## config.mk

```make
export PLATFORM = sky130hd
export DESIGN_NAME = lcd_bus_ctrl
export DESIGN_NICKNAME = d
export VERILOG_FILES = /design/src/rtl/lcd_bus_ctrl.sv
export SDC_FILE = /design/constraint.sdc
export NUM_CORES = 1
export LEC_CHECK = 0
export BUFFER_PORTS_ARGS = -buffer_cell sky130_fd_sc_hd__buf_2
export CORE_MARGIN = 1
export CORE_UTILIZATION = 30
export CTS_CLUSTER_DIAMETER = 50
export CTS_CLUSTER_SIZE = 12
export DETAILED_ROUTE_END_ITERATION = 16
export GPL_TIMING_DRIVEN = 0
export PLACE_DENSITY_LB_ADDON = 0.2
export SLEW_MARGIN = 30
export SYNTH_ARGS = -nofsm -noshare
export SYNTH_HDL_FRONTEND = slang
export SYNTH_SLANG_ARGS = --single-unit
```

## constraint.sdc

```tcl
create_clock -name clk -period 4.49 [get_ports clk]
set_input_delay 0.6735 -clock clk [delete_from_list [all_inputs] [get_ports clk]]
set_output_delay 0.6735 -clock clk [all_outputs]
set_load 0.03 [all_outputs]
```

## src/rtl/lcd_bus_ctrl.sv

```systemverilog
// lcd_bus_ctrl: write-only HD44780-style LCD bus sequencer.
//   Takes one byte per request and drives RS/D/E with setup, pulse-width,
//   hold and (in 4-bit mode) inter-nibble gap timing. It then waits out the
//   LCD execution time before signalling completion.
// Ports:
//   clk, reset          system clock (rising edge), async active-high reset
//   start, CS           request strobe; accepted only in IDLE with CS=1
//   RS, data, nib_only  request payload, latched on the accepting edge
//   busy, done          busy outside IDLE; done is a one-cycle pulse in DONE
//   LCD_RS/RW/E/D       LCD bus; RW is tied low (write only)
module lcd_bus_ctrl #(
    parameter int BUS_W  = 8,
    parameter int T_SU   = 3,
    parameter int T_PW   = 12,
    parameter int T_HD   = 1,
    parameter int T_GAP  = 50,
    parameter int T_EXEC = 2000,
    parameter int T_CLR  = 82000
) (
    input  logic       clk,
    input  logic       reset,
    input  logic       start,
    input  logic       CS,
    input  logic       RS,
    input  logic [7:0] data,
    input  logic       nib_only,
    output logic       busy,
    output logic       done,
    output logic       LCD_RS,
    output logic       LCD_RW,
    output logic       LCD_E,
    output logic [7:0] LCD_D
);

    localparam int M1   = (T_SU   > T_PW)  ? T_SU   : T_PW;
    localparam int M2   = (M1     > T_HD)  ? M1     : T_HD;
    localparam int M3   = (M2     > T_GAP) ? M2     : T_GAP;
    localparam int M4   = (M3     > T_EXEC)? M3     : T_EXEC;
    localparam int MAXT = (M4     > T_CLR) ? M4     : T_CLR;
    localparam int CW   = $clog2(MAXT + 1);

    typedef enum logic [2:0] {
        IDLE, SETUP, EHI, HOLD, GAP, WAIT, DONE
    } state_t;

    state_t        state_q, state_d;
    logic [CW-1:0] cnt_q, cnt_d;
    logic          rs_q, rs_d;
    logic [7:0]    data_q, data_d;
    logic          nib_q, nib_d;
    logic          second_q, second_d;   // second nibble is on the bus
    logic [31:0]   lim;                  // length of the current state
    logic          last;                 // final cycle of the current state
    logic          long_wait;            // clear / home need the longer wait

    // Clear is exactly 0x01; home is 0x02/0x03 (bit 0 don't-care).
    assign long_wait = !rs_q && ((data_q[7:1] == 7'b0000000 && data_q[0]) ||
                                 (data_q[7:1] == 7'b0000001));

    assign last = ({{(32-CW){1'b0}}, cnt_q} == lim - 32'd1);

    always_ff @(posedge clk or posedge reset) begin
        if (reset) begin
            state_q  <= IDLE;
            cnt_q    <= '0;
            rs_q     <= 1'b0;
            data_q   <= 8'h00;
            nib_q    <= 1'b0;
            second_q <= 1'b0;
        end else begin
            state_q  <= state_d;
            cnt_q    <= cnt_d;
            rs_q     <= rs_d;
            data_q   <= data_d;
            nib_q    <= nib_d;
            second_q <= second_d;
        end
    end

    always_comb begin
        state_d  = state_q;
        cnt_d    = cnt_q + 1'b1;
        rs_d     = rs_q;
        data_d   = data_q;
        nib_d    = nib_q;
        second_d = second_q;
        lim      = 32'd1;
        case (state_q)
            IDLE: begin
                cnt_d = '0;
                if (start && CS) begin
                    state_d  = SETUP;
                    rs_d     = RS;
                    data_d   = data;
                    nib_d    = nib_only;
                    second_d = 1'b0;
                end
            end
            SETUP: begin
                lim = 32'(T_SU);
                if (last) begin
                    state_d = EHI;
                    cnt_d   = '0;
                end
            end
            EHI: begin
                lim = 32'(T_PW);
                if (last) begin
                    state_d = HOLD;
                    cnt_d   = '0;
                end
            end
            HOLD: begin
                lim = 32'(T_HD);
                if (last) begin
                    cnt_d = '0;
                    if (BUS_W == 4 && !second_q && !nib_q) begin
                        state_d  = GAP;
                        second_d = 1'b1;
                    end else begin
                        state_d = WAIT;
                    end
                end
            end
            GAP: begin
                lim = 32'(T_GAP);
                if (last) begin
                    state_d = EHI;
                    cnt_d   = '0;
                end
            end
            WAIT: begin
                lim = long_wait ? 32'(T_CLR) : 32'(T_EXEC);
                if (last) begin
                    state_d = DONE;
                    cnt_d   = '0;
                end
            end
            DONE: begin
                cnt_d   = '0;
                state_d = IDLE;
            end
            default: begin
                cnt_d   = '0;
                state_d = IDLE;
            end
        endcase
    end

    assign busy   = (state_q != IDLE);
    assign done   = (state_q == DONE);
    assign LCD_E  = (state_q == EHI);
    assign LCD_RW = 1'b0;
    assign LCD_RS = rs_q;
    assign LCD_D  = (BUS_W == 4) ? (second_q ? {data_q[3:0], 4'b0000}
                                             : {data_q[7:4], 4'b0000})
                                 : data_q;

endmodule

```

==> results.sh <==
export IMPL_status="completed"
export IMPL_fin_crit_ns=3.77
export IMPL_grt_first_pass_wirelength_um=6930
export IMPL_htree_num_levels=2
export IMPL_clkTransAtPathRegs_ns=0.07
export IMPL_vias=1463
export IMPL_netlist_area_sq_um=1810
export IMPL_grt_max_degree=30
export IMPL_crit_type="flop to flop"
export IMPL_r2r_worst_path_cells=15
export IMPL_async_flop_share_pct=100
export IMPL_yosysTopAreaCell="dfrtp_1"
export IMPL_hold_viol_final=0
export IMPL_drv_slew=0
export IMPL_dr_pass1_iters=4
export IMPL_die_w_um=79.7
export IMPL_areaGrowthSynthToFinish_pct=17.2
export IMPL_syn_inst=193
export IMPL_layout_nets=245
export IMPL_antenna_left=0
export IMPL_worst_pin_slew_ns=0.640
export IMPL_drive_gt1_share_pct=20.9
export IMPL_dieArea_sq_um=6350
export IMPL_cp_data_arrival_time_ns=3.93
export IMPL_p_per_area_nw_per_um2=240
export IMPL_drtIter0Drc=79
export IMPL_rr_endpoint="cnt_q[8]"
export IMPL_finClkSkew_ns=0.00685
export IMPL_syn_nets=214
export IMPL_grtUsageTotal_pct=14.4
export IMPL_yosys_warnings=0
export IMPL_tns_ns=0
export IMPL_dp_hpwl_um=3090
export IMPL_numPortBuffers=24
export IMPL_synth_edf_count=0
export IMPL_cts_made_buffers=5
export IMPL_antenna_cells=0
export IMPL_gp_congestion=0.792
export IMPL_grt_pass1_vias=1465
export IMPL_yosysSeqAreaShare_pct=40.1
export IMPL_antenna_found_initial=0
export IMPL_p_leak_nw=1.02
export IMPL_ys_seq_elements=29
export IMPL_fmax_ghz=0.265
export IMPL_core_sq_um=5680
export IMPL_nFillCells=596
export IMPL_avgSynthCellArea_sq_um=9.39
export IMPL_synthFlopType="dfrtp_1"
export IMPL_slew_headroom_pct=57.3
export IMPL_ios=27
export IMPL_die_h_um=79.7
export IMPL_multi_input_area_sq_um=1000
export IMPL_cap_violations=0
export IMPL_end_kind="flop"
export IMPL_ys_top_cells_by_count="dfrtp_1 (29), nor2_1 (26), nand2_1 (13), xnor2_1 (12), inv_1 (11)"
export IMPL_placementRows=27
export IMPL_wirelength_um=4140
export IMPL_cts_tree="done"
export IMPL_cts_resized=0
export IMPL_yosysUniqueCellTypes=47
export IMPL_start_util_pct=31.9
export IMPL_ff2ff_setup_slack_ns=0.72
export IMPL_grt_overflow=0
export IMPL_power_total_mw=0.509
export IMPL_clkSinkCount=29
export IMPL_yosys_top_cells_area="dfrtp_1 (40%), xnor2_1 (5.8%), mux2_2 (5.6%), nor2_1 (5.4%), ha_1 (4.8%)"
export IMPL_timing_final_crit_share_pct=84.0
export IMPL_synth_most_common_cell="dfrtp_1"
export IMPL_clk_path_buf_depth=2
export IMPL_r2r_start="state_q[0]"
export IMPL_cts_hold_buf=0
export IMPL_finalSetupViolCount=0
export IMPL_cp_required_ns=4.65
export IMPL_post_cts_buffers=0
export IMPL_clock_insertion_delay_worst_skew_ns=0.28
export IMPL_path_max_fanout=10
export IMPL_drc=0
export IMPL_start_kind="flop"
export IMPL_yosys_area_top_type_share_pct=40.1
export IMPL_wire_per_inst_um=13.9
export IMPL_final_seq_area_sq_um=726
export IMPL_cts_root_buf="clkbuf_8"
export IMPL_via_per_inst=4.93
export IMPL_setup_worst_path_start="state_q[0]"
export IMPL_hold_path_class="input pin to async pin"
export IMPL_ir_drop_mv=0.0888
export IMPL_rsz0062_at_grt="false"
-- sequential cells by signal, summed over array words and instances, names as in the netlist --
register,flops
LCD_RS,1
cnt_q,17
state_q,3
LCD_D,8
-- power breakdown --
| group | internal, mW | switching (mW) | leakage [nW] |
|---|---|---|---|
| logic | 0.00431 | 0.00756 | 0.577 |
| clock network | 0.138 | 0.0976 | 0.0542 |
| registers | 0.261 | 0 | 0.386 |
-- stage by stage --
step	cell area, sq um	setup WS, ns	hold WS, ns	instances	util, %
CTS	2120	0.742	0.506	297	37.4
detailed placement	2020	0.767	0.521	289	35.6
floorplan	1810	1.30	0.525	193	-
global route	2120	0.385	0.540	297	37.4
global placement	2020	0.789	0.520	289	35.6
finish	2120	0.720	0.479	297	37.4
-- cells in the final DEF, fill, tap and decap left out, drive strengths merged, types with 2 or more instances in the layout --
| cell type | Yosys | layout |
|---|---|---|
| nor3 | 4 | 4 |
| and3 | 4 | 4 |
| buf | 4 | 28 |
| nand2 | 13 | 13 |
| a22o | 2 | 2 |
| nand3 | 9 | 9 |
| o21ai | 3 | 3 |
| o211ai | 2 | 2 |
| a221o | 2 | 2 |
| a21oi | 2 | 2 |
| dfrtp | 29 | 29 |
| mux2 | 9 | 9 |
| nor3b | 2 | 2 |
| nand2b | 5 | 5 |
| nand4 | 4 | 4 |
| xnor2 | 12 | 12 |
| inv | 11 | 11 |
| ha | 7 | 7 |
| nor4 | 4 | 4 |
| xor2 | 10 | 10 |
| nor2 | 26 | 26 |
| clkbuf | 4 | 11 |
| nor2b | 6 | 6 |
-- worst max path at each step --
stage	end	cells after the start
finish	cnt_q[8]	15
global route	cnt_q[8]	15
CTS	cnt_q[8]	15
detailed placement	cnt_q[0]	15
global placement	cnt_q[0]	15
floorplan	cnt_q[0]	15
-- worst max-delay path: stages, from the launching register on --
cell and delay (ns):
dfrtp_1 0.43, clkbuf_1 0.38, xor2_1 0.13, nand2b_1 0.10
ha_1 0.28, nand3_1 0.11, ha_1 0.20, nor2_1 0.11
ha_1 0.25, xnor2_1 0.13, nor4_1 0.35, nand4_1 0.19
a211o_1 0.38, o211ai_4 0.33, buf_6 0.20, nor2_1 0.06
-- area by class of cell --
class | instances | share of cell area [%]
buffer | 8 | 2.00
clock buffer | 7 | 4.54
clock inverter | 1 | 0.236
inverter | 11 | 1.94
multi-input combinational | 145 | 47.2
sequential | 29 | 34.2
tap | 72 | 4.24
timing repair buffer | 24 | 5.66
-- logic make-up (layout without fill, tap and decap cells) --
group | Yosys count | in the layout | synth area share (%)
and+or+nand+nor | 82 | 82 | 23.0
DFF | 29 | 29 | 40.1
AOI/OAI and AO/OA | 24 | 24 | 11.1
xor gates and xnor gates | 22 | 22 | 10.6
buffers and inverters | 19 | 51 | 4.63
muxes | 9 | 9 | 5.59
adders and majority gates | 7 | 7 | 4.83
other | 1 | 1 | 0.207
-- metal layers --
layer	global-route usage, %	wire [um]	vias to the layer above
met4	7.09	79	0
met5	0	0	-
met2	21.5	1870	27
met3	2.51	179	6
li1	-	-	731
met1	19.9	2010	699
Power figures use the tool's default switching activity.
